### config.mk
export PLATFORM = sky130hd
export DESIGN_NAME = wb_csr_bank
export DESIGN_NICKNAME = d
export VERILOG_FILES = /design/src/rtl/wb_csr_pkg.sv /design/src/rtl/wb_csr_chan.sv /design/src/rtl/wb_csr_bank.sv
export SDC_FILE = /design/constraint.sdc
export NUM_CORES = 1
export LEC_CHECK = 0
export ABC_CLOCK_PERIOD_IN_PS = 2300
export CORE_UTILIZATION = 58
export CTS_CLUSTER_DIAMETER = 40
export DETAILED_ROUTE_END_ITERATION = 16
export DONT_BUFFER_PORTS = 1
export PLACE_DENSITY = 0.76
export SYNTH_ARGS = -nofsm -noshare
export SYNTH_HDL_FRONTEND = slang
export SYNTH_HIERARCHICAL = 1
export SYNTH_SLANG_ARGS = --single-unit
### constraint.sdc
create_clock -name i_wb_clk -period 2.3 [get_ports i_wb_clk]
set_input_delay 0.23 -clock i_wb_clk [delete_from_list [all_inputs] [get_ports i_wb_clk]]
set_output_delay 0.23 -clock i_wb_clk [all_outputs]
set_load 0.005 [all_outputs]
### src/rtl/wb_csr_pkg.sv
// Shared constants for the Wishbone CSR bank of the PWM/timer array:
// register offsets inside a channel window, status bit positions and the
// number of read/write configuration registers per channel.
package wb_csr_pkg;

   // Read/write configuration registers held per channel
   localparam int unsigned REGS_PER_CH = 4;

   // Word offsets inside one channel's 8-word window
   localparam logic [2:0] CTRL    = 3'd0;
   localparam logic [2:0] PERIOD  = 3'd1;
   localparam logic [2:0] DIVISOR = 3'd2;
   localparam logic [2:0] DUTY    = 3'd3;
   localparam logic [2:0] STATUS  = 3'd4;

   // Sticky status bits
   localparam int unsigned ST_EVT = 0;
   localparam int unsigned ST_OVR = 1;

endpackage

### src/rtl/wb_csr_chan.sv
// One timer channel's register slice: four RW configuration registers with
// byte-lane writes, plus the sticky STATUS register (event / overrun) with
// write-1-to-clear. A new event wins over a clear arriving in the same cycle.
module wb_csr_chan
   import wb_csr_pkg::*;
#(
   parameter int unsigned DATA_W = 16
)
(
   input  logic                          clk,
   input  logic                          rst,
   input  logic                          wr_en,
   input  logic [2:0]                    off,
   input  logic [DATA_W/8-1:0]           sel,
   input  logic [DATA_W-1:0]             wdata,
   input  logic                          evt,
   output logic [REGS_PER_CH*DATA_W-1:0] cfg,
   output logic [DATA_W-1:0]             rdata,
   output logic                          irq
);

   logic [REGS_PER_CH-1:0][DATA_W-1:0] regs;
   logic [DATA_W-1:0]                  lane_mask;
   logic                               st_evt;
   logic                               st_ovr;
   logic                               wr_status;
   logic                               clr_evt;
   logic                               clr_ovr;

   // Expand the byte-lane enables into a bit mask
   always_comb begin
      lane_mask = '0;
      for (int b = 0; b < DATA_W/8; b++) begin
         lane_mask[8*b +: 8] = {8{sel[b]}};
      end
   end

   assign wr_status = wr_en & (off == STATUS);
   assign clr_evt   = wr_status & wdata[ST_EVT] & lane_mask[ST_EVT];
   assign clr_ovr   = wr_status & wdata[ST_OVR] & lane_mask[ST_OVR];

   // Configuration registers: merge enabled byte lanes on a write
   always_ff @(posedge clk or posedge rst) begin
      if (rst) begin
         regs <= '0;
      end else begin
         for (int k = 0; k < REGS_PER_CH; k++) begin
            if (wr_en && (off == 3'(k))) begin
               regs[k] <= (regs[k] & ~lane_mask) | (wdata & lane_mask);
            end
         end
      end
   end

   // Sticky status: set by event (overrun if already pending), W1C otherwise
   always_ff @(posedge clk or posedge rst) begin
      if (rst) begin
         st_evt <= 1'b0;
         st_ovr <= 1'b0;
      end else begin
         st_evt <= evt | (st_evt & ~clr_evt);
         st_ovr <= (evt & st_evt) | (st_ovr & ~clr_ovr);
      end
   end

   // Read port: select the register addressed by the word offset
   always_comb begin
      rdata = '0;
      case (off)
         CTRL:    rdata = regs[0];
         PERIOD:  rdata = regs[1];
         DIVISOR: rdata = regs[2];
         DUTY:    rdata = regs[3];
         STATUS: begin
            rdata[ST_EVT] = st_evt;
            rdata[ST_OVR] = st_ovr;
         end
         default: rdata = '0;
      endcase
   end

   assign cfg = regs;
   assign irq = st_evt;

endmodule

### src/rtl/wb_csr_bank.sv
// Wishbone classic slave holding the per-channel CSRs of the PWM/timer array.
// Address = {channel, offset[2:0]}; single-cycle registered ack, one transfer
// accepted every other cycle while the strobe is held.
// Optional feature macro: WB_CSR_ERR_EN -- invalid accesses answer with
// o_wb_err instead of o_wb_ack (default build: o_wb_err is constant 0).
module wb_csr_bank
   import wb_csr_pkg::*;
#(
   parameter int unsigned NUM_CH = 4,
   parameter int unsigned DATA_W = 16,
   parameter int unsigned ADR_W  = 16
)
(
   input  logic                                 i_wb_clk,
   input  logic                                 i_wb_rst,
   input  logic                                 i_wb_cyc,
   input  logic                                 i_wb_stb,
   input  logic                                 i_wb_we,
   input  logic [ADR_W-1:0]                     i_wb_adr,
   input  logic [DATA_W/8-1:0]                  i_wb_sel,
   input  logic [DATA_W-1:0]                    i_wb_data,
   input  logic [NUM_CH-1:0]                    i_evt,
   output logic                                 o_wb_ack,
   output logic                                 o_wb_err,
   output logic [DATA_W-1:0]                    o_wb_data,
   output logic [NUM_CH*REGS_PER_CH*DATA_W-1:0] o_cfg,
   output logic [NUM_CH-1:0]                    o_irq
);

   localparam int unsigned CH_W = ADR_W - 3;

   logic [CH_W-1:0]   chan_idx;
   logic [2:0]        off;
   logic              req;
   logic              addr_ok;
   logic              take_ack;
   logic              take_err;
   logic [NUM_CH-1:0] wr_en;
   logic [DATA_W-1:0] chan_rdata [NUM_CH];
   logic [DATA_W-1:0] rd_mux;

   assign chan_idx = i_wb_adr[ADR_W-1:3];
   assign off      = i_wb_adr[2:0];

   // A response in flight blocks re-acceptance of the same strobe
   assign req     = i_wb_cyc & i_wb_stb & ~o_wb_ack & ~o_wb_err;
   assign addr_ok = ({1'b0, chan_idx} < (CH_W+1)'(NUM_CH)) && (off <= STATUS);

`ifdef WB_CSR_ERR_EN
   assign take_ack = req & addr_ok;
   assign take_err = req & ~addr_ok;
`else
   assign take_ack = req;
   assign take_err = 1'b0;
`endif

   generate
      for (genvar c = 0; c < NUM_CH; c++) begin : g_chan
         assign wr_en[c] = req & i_wb_we & addr_ok & (chan_idx == CH_W'(c));

         wb_csr_chan #(
            .DATA_W (DATA_W)
         ) u_chan (
            .clk   (i_wb_clk),
            .rst   (i_wb_rst),
            .wr_en (wr_en[c]),
            .off   (off),
            .sel   (i_wb_sel),
            .wdata (i_wb_data),
            .evt   (i_evt[c]),
            .cfg   (o_cfg[c*REGS_PER_CH*DATA_W +: REGS_PER_CH*DATA_W]),
            .rdata (chan_rdata[c]),
            .irq   (o_irq[c])
         );
      end
   endgenerate

   // Read mux: only the addressed, valid channel contributes
   always_comb begin
      rd_mux = '0;
      for (int c = 0; c < NUM_CH; c++) begin
         rd_mux = rd_mux | ((addr_ok && (chan_idx == CH_W'(c))) ? chan_rdata[c] : '0);
      end
   end

   // Response flags: one cycle after the accepting edge
   always_ff @(posedge i_wb_clk or posedge i_wb_rst) begin
      if (i_wb_rst) begin
         o_wb_ack <= 1'b0;
         o_wb_err <= 1'b0;
      end else begin
         o_wb_ack <= take_ack;
         o_wb_err <= take_err;
      end
   end

   // Read data register: updated only by acknowledged reads, holds otherwise
   always_ff @(posedge i_wb_clk or posedge i_wb_rst) begin
      if (i_wb_rst) begin
         o_wb_data <= '0;
      end else if (take_ack && !i_wb_we) begin
         o_wb_data <= rd_mux;
      end
   end

endmodule

==> flow_metrics.tcl, run 1 <==
set metrics [dict create \
    holdWs_ns 0.0514 \
    worstPathRequired_ns 2.69 \
    yosysWarnings 6 \
    fin_area_sq_um 16400 \
    peakVddDrop_v 0.000564 \
    yosysMostFrequentCell "dfrtp_1" \
    cts_root_buf "clkbuf_16" \
    period_minus_slack_ns 2.40 \
    area_delta_synth_final_pct 20.5 \
    viasPerCell 6.49 \
    die_w_um 155 \
    hold_viol_final 0 \
    grt_pass1_vias 8880 \
    end_kind "flip-flop" \
    gp_congestion 0.932 \
    crit_buf_inv 3 \
    numCtsBuffers 41 \
    cp.arrival_ns 2.79 \
    dp_cells 1224 \
    power_density_nw_per_um2 718 \
    power.leakage_nw 7.55 \
    route.detailed.drc 0 \
    yosysSeqAreaShare_pct 51.8 \
    gr-usage-met1_pct 42.5 \
    grt_max_degree 110 \
    coreArea_sq_um 22800 \
    synth_top_area_share_pct 51.8 \
    r2r_start "o_wb_ack" \
    clock_latency_ns 0.52 \
    cpPeakStageDelay_ns 0.38 \
    use_met3_pct 10.5 \
    grt_usage_pct 31.1 \
    dr.pass1.iters 5 \
    hp-start "i_wb_adr[0]" \
    drt_iter0_markers 544 \
    pin_count 321 \
    num-nets-final 1029 \
    cp-startpoint "o_wb_ack" \
    cts_tree "yes" \
    setup_viol 103 \
    wirelength_um 37600 \
    syn_area_per_cell_sq_um 15.1 \
    use_met2_pct 47.3 \
    worstHoldPathCells 3 \
    tightest_slew_ns 0.895 \
    ys_types 38 \
    wl_per_cell_um 28.2 \
    rrSetupSlack_ns -0.1 \
    crit_path_top_delay_cell "dfrtp_1" \
    finClkSkew_ns 0.0155 \
    drive_above_1_share_pct 51.5 \
    syn_inst 900 \
    startpoint_type "flip-flop" \
    clk_pin_slew_worst_paths_ns 0.06 \
    top_usage_layer "met2" \
    critPathMaxFanout 8 \
    slew_violations 0 \
    cts_buffer_depth 3 \
    hold_class "input port to flip-flop" \
    die-area_sq_um 24000 \
    placed_area_sq_um 14200 \
    violations "setup timing" \
    syn-num-nets 943 \
    fin_crit_sh_pct 104 \
    stdcell_count 1333 \
    crit_chain "and3b_2 > nand3_4 > nor4_4 > buf_4 > buf_6 > nand3b_1 > nor3b_4 > buf_12 > mux2_4" \
    synthArstFlopShare_pct 100 \
    relSlewSlack_pct 40.1 \
    path_delay_family "simple AND/OR/NAND/NOR gates" \
    synth-edff-count 0 \
    synth_area_sq_um 13600 \
    synth_top_cells_by_count "dfrtp_1 (281), mux2_2 (260), mux4_2 (72)" \
    htreeDepth 2 \
    ff2ff_path_depth 9 \
    synth_area_leaders "dfrtp_1 (52%), mux2_2 (22%), mux4_2 (12%)" \
    critical_path_class "flip-flop to flip-flop" \
    maxCapViolCount 0 \
    antenna_found_initial 2 \
    whs_endpoint "g_chan[1].u_chan/irq" \
    antenna_left 0 \
    ys_seq_elements 281 \
    gr-total-overflow 0 \
    hpwl_um 25000 \
    grt_pass1_wl_um 56100 \
    vias 8652 \
    p_total_mw 11.8 \
    dieHeight_um 155 \
    setup_ws_ns -0.0994 \
    rsz0062_at_grt "true" \
    run_status "finished with violations" \
    synth_largest_area_cell "dfrtp_1" \
    rows 55 \
    cts_sinks 281 \
    initial_core_util_pct 59.6 \
    io_buffers 0 \
    ys.flop_type "dfrtp_1" \
    timing.fmax_mhz 417 \
]
[layer usage]
metal	vias to the layer above	routed length [um]	part of all wire, %
met5	-	12	0.032
met1	4625	15600	41
met3	81	3610	9.6
met4	2	1130	3.0
met2	386	17300	46
li1	3558	-	-
[cell type report]
class	count	area (sq um)
diodes	1	2.50
well taps	313	392
clock buffers	48	1120
clock inverters	28	319
repair buffers	89	926
inverters	23	86.3
multi-input cells	550	6480
flip-flops and latches	281	7030
fillers	1455	6420
[cell usage in the layout (no fill, tap or decap), drive strengths merged]
cell type      n
a21o           4
a22o           4
a22oi          4
a2bb2oi        8
and2           4
and3b          1
buf           64
bufinv         5
clkbuf        48
clkinv        28
clkinvlp       5
conb           1
dfrtp        281
diode          1
dlygate4sd3   25
inv           13
mux2         260
mux2i          8
mux4          72
nand2         24
nand2b         8
nand3          2
nand3b         8
nand4         13
nand4bb        1
nor2           8
nor2b         64
nor3           9
nor3b         12
nor4           6
o21ai          1
o22ai          8
o31ai         16
or4b           4
[cell families (layout without fill, tap and decap cells)]
logic type / after synthesis / in the layout / synth area share (%)
DFF: 281 / 281 / 51.8
AOI/OAI and AO/OA: 45 / 45 / 2.90
and+or+nand+nor: 164 / 164 / 8.39
buffers and inverters: 69 / 188 / 2.81
other: 1 / 2 / 0.0276
muxes: 340 / 340 / 34.1
[worst reg2reg max path: stages, from the launching register on]
cell	delay, ns
dfrtp_1	0.38
and3b_2	0.27
nand3_4	0.10
nor4_4	0.33
buf_4	0.21
buf_6	0.09
nand3b_1	0.15
nor3b_4	0.26
buf_12	0.17
mux2_4	0.30
[where the power goes]
| group | total, mW | internal [mW] | switching [mW] |
|---|---|---|---|
| clock network | 6.45 | 4.11 | 2.34 |
| registers | 4.95 | 4.95 | 0.000677 |
| logic | 0.357 | 0.136 | 0.221 |
| total | 11.8 | 9.20 | 2.56 |
[per-stage QoR]
step / utilization (%) / setup TNS, ns / setup slack [ns]
after floorplan: - / -7.31 / -0.0938
after global placement: 62.5 / -8.70 / -0.223
after detailed placement: 62.5 / -11.01 / -0.273
after CTS: 70.3 / -0.00685 / -0.00473
after global routing: 71.8 / -21.09 / -0.200
final: 71.8 / -3.49 / -0.0994
[repair_timing]
action	CTS	global route
setup buffers	3	5
cloned	0	0
gates resized for setup	8	81
endpoints found under the hold margin	444	0
setup endpoints to repair	66	212
hold buffers	25	0
pin swaps	0	13
[worst max path at each step]
| stage | to | cells past startpoint |
|---|---|---|
| floorplan | flip-flop | 6 |
| global placement | flip-flop | 8 |
| detailed placement | flip-flop | 8 |
| CTS | flip-flop | 8 |
| global route | flip-flop | 9 |
| finish | flip-flop | 9 |
Note: power is estimated with default switching activity, not from simulation.
==> run 2: changes to the inputs <==
SKIP_CTS_REPAIR_TIMING = 1   (was not set)
==> flow_metrics.tcl, run 2 (synthesis results as in run 1) <==
set metrics [dict create \
    run_status "finished with violations" \
    violations "setup timing" \
    finClkSkew_ns 0.0159 \
    cp.arrival_ns 2.81 \
    ff2ff_path_depth 9 \
    coreArea_sq_um 22800 \
    slew_violations 0 \
    placed_area_sq_um 14200 \
    htreeDepth 2 \
    cts_buffer_depth 3 \
    antenna_left 0 \
    r2r_start "o_wb_ack" \
    vias 8582 \
    critical_path_class "flip-flop to flip-flop" \
    crit_chain "and3b_2 > nand3_4 > buf_4 > nor4_2 > buf_4 > nand2b_1 > or4b_1 > buf_6 > mux2_2" \
    relSlewSlack_pct 41.0 \
    hold_class "input port to flip-flop" \
    critPathMaxFanout 8 \
    cpPeakStageDelay_ns 0.48 \
    setup_ws_ns -0.114 \
    rows 55 \
    wirelength_um 37100 \
    io_buffers 0 \
    crit_top_cell "buf_4" \
    drt_iter0_markers 681 \
    gr-total-overflow 0 \
    wl_per_cell_um 27.9 \
    timing.fmax_mhz 414 \
    nFillCells 1469 \
    cts_tree "yes" \
    tightest_slew_ns 0.881 \
    clk_pin_slew_worst_paths_ns 0.06 \
    num-nets-final 1025 \
    power.leakage_nw 7.51 \
    cts_root_buf "clkbuf_16" \
    dieHeight_um 155 \
    dr.pass1.iters 5 \
    route.detailed.drc 0 \
    rsz0062_at_grt "true" \
    end_kind "flip-flop" \
    final_common_cell "dfrtp_1" \
    period_minus_slack_ns 2.41 \
    startpoint_type "flip-flop" \
    gp_congestion 0.932 \
    drive_above_1_share_pct 51.2 \
    fin_crit_sh_pct 105 \
    hold_viol_final 0 \
    dp_cells 1224 \
    antenna_found_initial 1 \
    die_w_um 155 \
    power_density_nw_per_um2 721 \
    maxCapViolCount 0 \
    worstPathRequired_ns 2.70 \
    stdcell_count 1329 \
    p_total_mw 11.7 \
    crit_path_top_delay_cell "or4b_1" \
    numCtsBuffers 41 \
    clock_latency_ns 0.52 \
    grt_pass1_wl_um 54700 \
    pin_count 321 \
    grt_usage_pct 30.2 \
    initial_core_util_pct 59.6 \
    die-area_sq_um 24000 \
    layout_common_cells "dfrtp_1 (281), mux2_2 (212), mux4_2 (72)" \
    grt_max_degree 110 \
    cts_sinks 281 \
    area_delta_synth_final_pct 19.9 \
    setup_viol 74 \
    peakVddDrop_v 0.000598 \
    finish.utilization_pct 71.5 \
    grt_pass1_vias 8762 \
    hp-start "i_wb_adr[0]" \
    fin_area_sq_um 16300 \
    rrSetupSlack_ns -0.11 \
    viasPerCell 6.46 \
    hpwl_um 25000 \
    cp-startpoint "o_wb_ack" \
]
-- run 2: worst min path at each step --
| stage | depth (start not counted) | to |
|---|---|---|
| 6_report | 3 | g_chan[0].u_chan/irq |
| 5_1_grt | 3 | g_chan[0].u_chan/irq |
| 4_1_cts | 1 | g_chan[2].u_chan/irq |
| 3_5_place_dp | 1 | g_chan[2].u_chan/st_ovr |
| 3_3_place_gp | 1 | g_chan[2].u_chan/st_ovr |
| 2_1_floorplan | 1 | o_wb_ack |
-- run 2: final cells by class --
cell class / count / area (sq um) / share of cell area (%)
clock buffers: 48 / 1120 / 6.91
flip-flops and latches: 281 / 7030 / 43.2
clock inverters: 28 / 319 / 1.96
well taps: 313 / 392 / 2.41
repair buffers: 85 / 871 / 5.35
diodes: 1 / 2.50 / 0.0154
multi-input cells: 550 / 6450 / 39.6
inverters: 23 / 86.3 / 0.530
-- run 2: through the flow --
| step | setup slack (ns) | setup TNS, ns | hold slack, ns |
|---|---|---|---|
| floorplan | -0.0938 | -7.31 | 0.156 |
| global placement | -0.223 | -8.70 | -0.0173 |
| detailed placement | -0.273 | -11.01 | -0.0176 |
| CTS | -0.227 | -6.27 | -0.565 |
| global route | -0.212 | -18.57 | 0.0309 |
| finish | -0.114 | -3.89 | 0.0455 |
-- run 2: critical path, delay by kind of cell, from the launching register on --
family        cells  cell delay (ns)
simple gates      5             1.12
mux               1             0.27
flops             1             0.38
buf+inv           3             0.53
-- run 2: metal layers --
metal	GRT usage, %	up-vias	part of all wire (%)
li1	-	3537	-
met1	39.8	4546	41
met2	46.8	414	46
met3	10.9	85	9.6
met4	9.48	0	3.0
met5	0	-	0
-- run 2: power by group --
| group | switching [mW] | internal, mW | leakage [nW] |
|---|---|---|---|
| logic | 0.220 | 0.134 | 2.92 |
| registers | 0.000672 | 4.95 | 3.89 |
| clock network | 2.33 | 4.11 | 0.700 |
| total | 2.55 | 9.19 | 7.51 |
==> variant 1 (config.mk and constraints of run 1) <==
Put a register stage on the output `o_irq`. The value now appears one clock later. The other outputs are not delayed to match.
--- a/src/rtl/wb_csr_bank.sv
+++ b/src/rtl/wb_csr_bank.sv
@@ -30,2 +30,4 @@
    localparam int unsigned CH_W = ADR_W - 3;
+
+   logic [NUM_CH-1:0] o_irq_d;
 
@@ -72,3 +74,3 @@
             .rdata (chan_rdata[c]),
-            .irq   (o_irq[c])
+            .irq   (o_irq_d[c])
          );
@@ -105,2 +107,6 @@
 
+   always_ff @(posedge i_wb_clk) begin
+      o_irq <= o_irq_d;
+   end
+
 endmodule
Check against the original RTL: not equivalent (a bounded check fails within 4 cycles, from zero or initial values and one cycle with i_wb_rst high).
==> variant 1 against run 1 <==
  * Setup slack gained 110 ps
  * Total power increased by 1.3%
  * Routed wire length is essentially flat
  * Global-route usage down 0.23 points
  * Final area up 0.21%
  * Synthesized area grew 0.59%
  * Sequential cell count grew 4
  * Largest cell class unchanged
  * Highest routed layer is now met4
==> variant 1: results (changes against run 1) <==
stage,metric,value,unit,change
synth,Post-synth top cells,"281 x dfrtp_1, 260 x mux2_2, 72 x mux4_2",,
drt,Wirelength per Cell,28.38,um,+0.67%
sta,part of the cycle the worst path needs,99.32,%,-5.0 points
drt,DRT iter0 DRCs,702,,+29%
synth,"top cells by area, synth","dfrtp_1 51%, mux2_2 21%, mux4_2 12%, nor2b_1 2.9%, nor3b_2 1.1%",,
drt,Detailed Routing Iterations Pass 1,4,,-1
final_layout,Layout Cells excl Fill,1323,,-0.75%
final_layout,"Net count, final",1020,,-0.87%
sta,final hold slack,31.45,ps,-19.96 ps
critical_path,"setup slack, reg-to-reg",20,ps,+110 ps
sta,Least-Margin Pin Slew,923.9,ps,+28.73 ps
sta,worst clock skew,12.44,ps,-3.053 ps
place,Setup Slack @ Placement,-230.9,ps,+41.80 ps
synth,syn avg cell area,15.11,um^2,+0.14%
outcome,status,finished clean,,
place,cell area after placement,14290,um^2,+0.32%
synth,Synth Area in Compound Gates,2.885,%,-0.017 points
final_layout,fillcell total,1479,,+1.6%
place,gp weighted congestion,0.9042,,-3.0%
synth,mux cell area share after synthesis,33.89,%,-0.20 points
grt,antenna violations before repair,0,,-2
grt,vias in the first global route,8834,,-0.52%
clocking,Num CTS Buffers,40,,-2.4%
synth,"Seq/Total Area, Yosys",52.06,%,+0.28 points
grt,Tot GR Track Use,30.88,%,-0.23 points
drt,via count,8619,,-0.38%
power,LEAKAGE,7.520,nW,-0.41%
place,DP Cell Count,1220,,-0.33%
place,DP HPWL,25210,um,+1.0%
synth,Synth cell types,39,,+2.6%
final_layout,layout cells sized above 1,50.55,%,-0.98 points
grt,global-route wire length before repair,55500,um,-1.1%
power,Worst VDD drop,0.6263,mV,+11%
critical_path,Worst Path Arrival,2680,ps,-110 ps
synth,Async SR Flop Fraction,98.60,%,-1.4 points
[variant 1: final timing paths]
check,depth (start not counted),from,end
max,8,o_wb_ack,flip-flop
min,3,i_wb_adr[0],g_chan[0].u_chan/st_ovr
max reg2reg,8,o_wb_ack,flip-flop
min reg2reg,0,g_chan[0].u_chan/irq,o_irq[0]
max in group asynchronous,3,i_wb_rst,asynchronous set/reset pin
min in group asynchronous,2,i_wb_rst,asynchronous set/reset pin
[variant 1: per-layer routing]
layer	GRT usage, %	vias up	wire length [um]
li1	-	3538	-
met1	41.88	4593	15350
met2	47.85	415	17590
met3	10.08	73	3619
met4	8.917	0	985
met5	0	-	0
[variant 1: area by class of cell]
cell class | instances | area [um^2] | area share, %
repair buffers | 77 | 820.8 | 5.006
inverters | 23 | 86.33 | 0.5266
well taps | 313 | 391.6 | 2.389
clock buffers | 49 | 1096 | 6.685
diodes | 1 | 2.502 | 0.01526
multi-input cells | 550 | 6540 | 39.89
clock inverters | 25 | 346.6 | 2.114
flip-flops and latches | 285 | 7112 | 43.38
[variant 1: critical path: stages (launching register included)]
cell and delay [ps]:
dfrtp_1 380, and3b_2 280, nand3_4 130, nor4_4 220, buf_4 200, nand2b_4 50
or4b_4 480, buf_6 150, mux2_2 270
[variant 1: power by group]
part | leakage, nW | internal (W) | switching, W
Sequential | 3.92 | 0.00502 | 0.000000715
Clock | 0.692 | 0.00422 | 0.00230
Combinational | 2.91 | 0.000138 | 0.000222
[variant 1: what timing repair did]
item	in CTS	in global routing
endpoints found under the hold margin	410	2
hold buffers	27	2
setup buffers	1	1
gates resized for setup	10	83
pin swaps	2	8
setup endpoints to repair	104	169
==> variant 2 (flow settings as in run 1) <==
Made on the original files. The parameter `ADR_W` goes from 16 to 18.
--- a/src/rtl/wb_csr_bank.sv
+++ b/src/rtl/wb_csr_bank.sv
@@ -10,3 +10,3 @@
    parameter int unsigned DATA_W = 16,
-   parameter int unsigned ADR_W  = 16
+   parameter int unsigned ADR_W  = 18
 )
Ports: changed (resized i_wb_adr); port bits go from 321 to 323. No check against the original RTL was run, so the function may have changed too.
==> variant 2 against run 1 <==
  * Non-clock buffer count unchanged
  * Total power is 1.3% higher
  * Setup slack improved by 69 ps
  * Hold slack improved by 44 ps
  * Count of clock-buffer cells in the layout grew 2
  * The run still ends with negative setup slack left
  * Routed wire length increased by 2.2%
  * Final area rose by 2.0%
  * Sequential cell count is the same
  * Largest power group unchanged
  * Utilization up 1.4 points
  * Via count grew 0.52%
  * Synthesized area barely moved
==> variant 2: results (changes against run 1) <==
stage,metric,value,unit,change
power,Worst VDD drop,0.7128,mV,+26%
synth,"top cells by area, synth","dfrtp_1 52%, mux2_2 22%, mux4_2 12%, nor2b_1 2.9%, nor3b_2 1.1%",,
clocking,CTS H-tree lvls,2,,unchanged
clocking,CTS max path bufs,3,,unchanged
drt,DRT iter0 DRCs,714,,+31%
min_path,path type of the worst min-delay path,input port to flip-flop,,
critical_path,Crit Path Class,flip-flop to flip-flop,,
sta,Setup TNS,-514.1,ps,+2974 ps
place,PortBufs,0,,unchanged
final_layout,"Net count, final",1032,,+0.29%
clocking,Clock Pin Slew Worst Setup and Hold Paths,60,ps,about the same
grt,Tot GR Track Use,32.12,%,+1.0 points
power,LEAKAGE,7.671,nW,+1.6%
synth,"Seq/Total Area, Yosys",51.80,%,about the same
outcome,violated checks,negative setup slack,,
drt,Detailed Routing Iterations Pass 1,5,,unchanged
critical_path,Worst Reg-to-Reg Cells,10,,+1
grt,global-route wire length before repair,57990,um,+3.3%
sta,setup ws final,-30.46,ps,+68.90 ps
outcome,status,"finished, violations left",,
clocking,clk root buf,clkbuf_16,,
place,gp weighted congestion,0.9031,,-3.1%
critical_path,worst flop-to-flop path startpoint,o_wb_ack,,
synth,Async SR Flop Fraction,100.0,%,unchanged
synth,Syn Nets,946,,+0.32%
critical_path,Worst Path Arrival,2730,ps,-60 ps
clocking,Skew-Pair Late Insertion Delay,520,ps,about the same
clocking,Num CTS Buffers,41,,unchanged
synth,Post-synth top cells,"281 x dfrtp_1, 260 x mux2_2, 71 x mux4_2",,
final_layout,layout cells sized above 1,50.69,%,-0.83 points
grt,antenna violations before repair,1,,-1
synth,syn avg cell area,15.07,um^2,-0.15%
sta,f_max,429.1,MHz,+3.0%
final_layout,Layout Cells excl Fill,1330,,-0.23%
drt,via count,8697,,+0.52%
synth,Synth cell types,39,,+2.6%
place,DP Cell Count,1227,,+0.25%
min_path,worst hold start,i_wb_adr[5],,
sta,Final setup viols,38,,-63%
place,DP HPWL,25180,um,+0.90%
grt,largest net degree at the start of global routing,109,,-0.91%
final_layout,fillcell total,1350,,-7.2%
power,switching pwr,0.002496,W,-2.5%
synth,Syn. warnings,6,,unchanged
drt,Post-Route WL,38420,um,+2.2%
grt,vias in the first global route,9137,,+2.9%
min_path,Min-Delay Path Depth,3,,unchanged
synth,Main synth FF type,dfrtp_1,,
sta,worst clock skew,19.65,ps,+4.153 ps
sta,max_slew headroom,36.03,%,-4.1 points
sta,Slew Limit Fails,0,,unchanged
critical_path,crit path max fanout,8,,unchanged
-- variant 2: cell type report --
type / instances / area (um^2) / share of cell area (%)
Antenna cell: 1 / 2.502 / 0.01500
Clock inverter: 22 / 320.3 / 1.920
Sequential cell: 281 / 7032 / 42.15
Inverter: 23 / 86.33 / 0.5175
Multi-Input combinational cell: 551 / 6700 / 40.16
Tap cell: 313 / 391.6 / 2.348
Clock buffer: 50 / 1141 / 6.840
Timing Repair Buffer: 89 / 1008 / 6.045
-- variant 2: power groups by stage --
stage	Sequential [W]	Combinational (W)	Clock [W]
after CTS	0.00495	0.000356	0.00667
after detailed placement	0.00504	0.000232	0
after floorplan	0.00504	0.000302	0
after global placement	0.00504	0.000224	0
after global routing	0.00495	0.000398	0.00689
final	0.00495	0.000364	0.00659
-- variant 2: metal layers --
| metal | GRT usage (%) | vias up | routed length, um |
|---|---|---|---|
| li1 | - | 3559 | - |
| met1 | 43.36 | 4627 | 15730 |
| met2 | 49.64 | 434 | 18010 |
| met3 | 10.50 | 77 | 3683 |
| met4 | 10.04 | 0 | 999 |
| met5 | 0 | - | 0 |
-- variant 2: worst max-delay path, stage by stage, from the launching register on --
cell and delay [ps]:
dfrtp_1 380, and3b_1 240, nand4_1 130, buf_6 180
nor4_4 150, buf_6 170, buf_4 110, nand3b_1 120
nor3b_2 220, buf_6 190, mux2_4 320
-- variant 2: metrics by stage --
stage	utilization, %	setup WS [ps]	instance area, um^2
after floorplan	-	5.583	13680
after global placement	63.29	-131.0	14420
after detailed placement	63.29	-179.4	14420
after CTS	71.75	-44.28	16340
after global routing	73.23	-137.9	16680
final	73.24	-30.46	16680
-- variant 2: final timing paths --
kind                                              end  slack (ps)
setup / recovery                            flip-flop         -30
hold / removal                           o_wb_data[3]         100
setup reg to reg                            flip-flop         -30
hold reg to reg               g_chan[2].u_chan/st_ovr         500
max in group asynchronous  asynchronous set/reset pin        1170
min in group asynchronous  asynchronous set/reset pin         480
-- variant 2: cell families after synthesis --
family                 after synthesis  synth area share (%)
buffers and inverters               69                 2.894
AOI/OAI and AO/OA                   45                 2.876
muxes                              340                 34.13
other                                1               0.02762
and+or+nand+nor                    165                 8.276
DFF                                281                 51.80
-- variant 2: what timing repair did --
action | 4_1_cts | 5_1_grt
setup endpoints to repair | 114 | 191
endpoints found under the hold margin | 406 | 0
hold buffers | 24 | 0
buffers inserted | 3 | 5
resized for setup | 49 | 83
pin swaps | 8 | 9
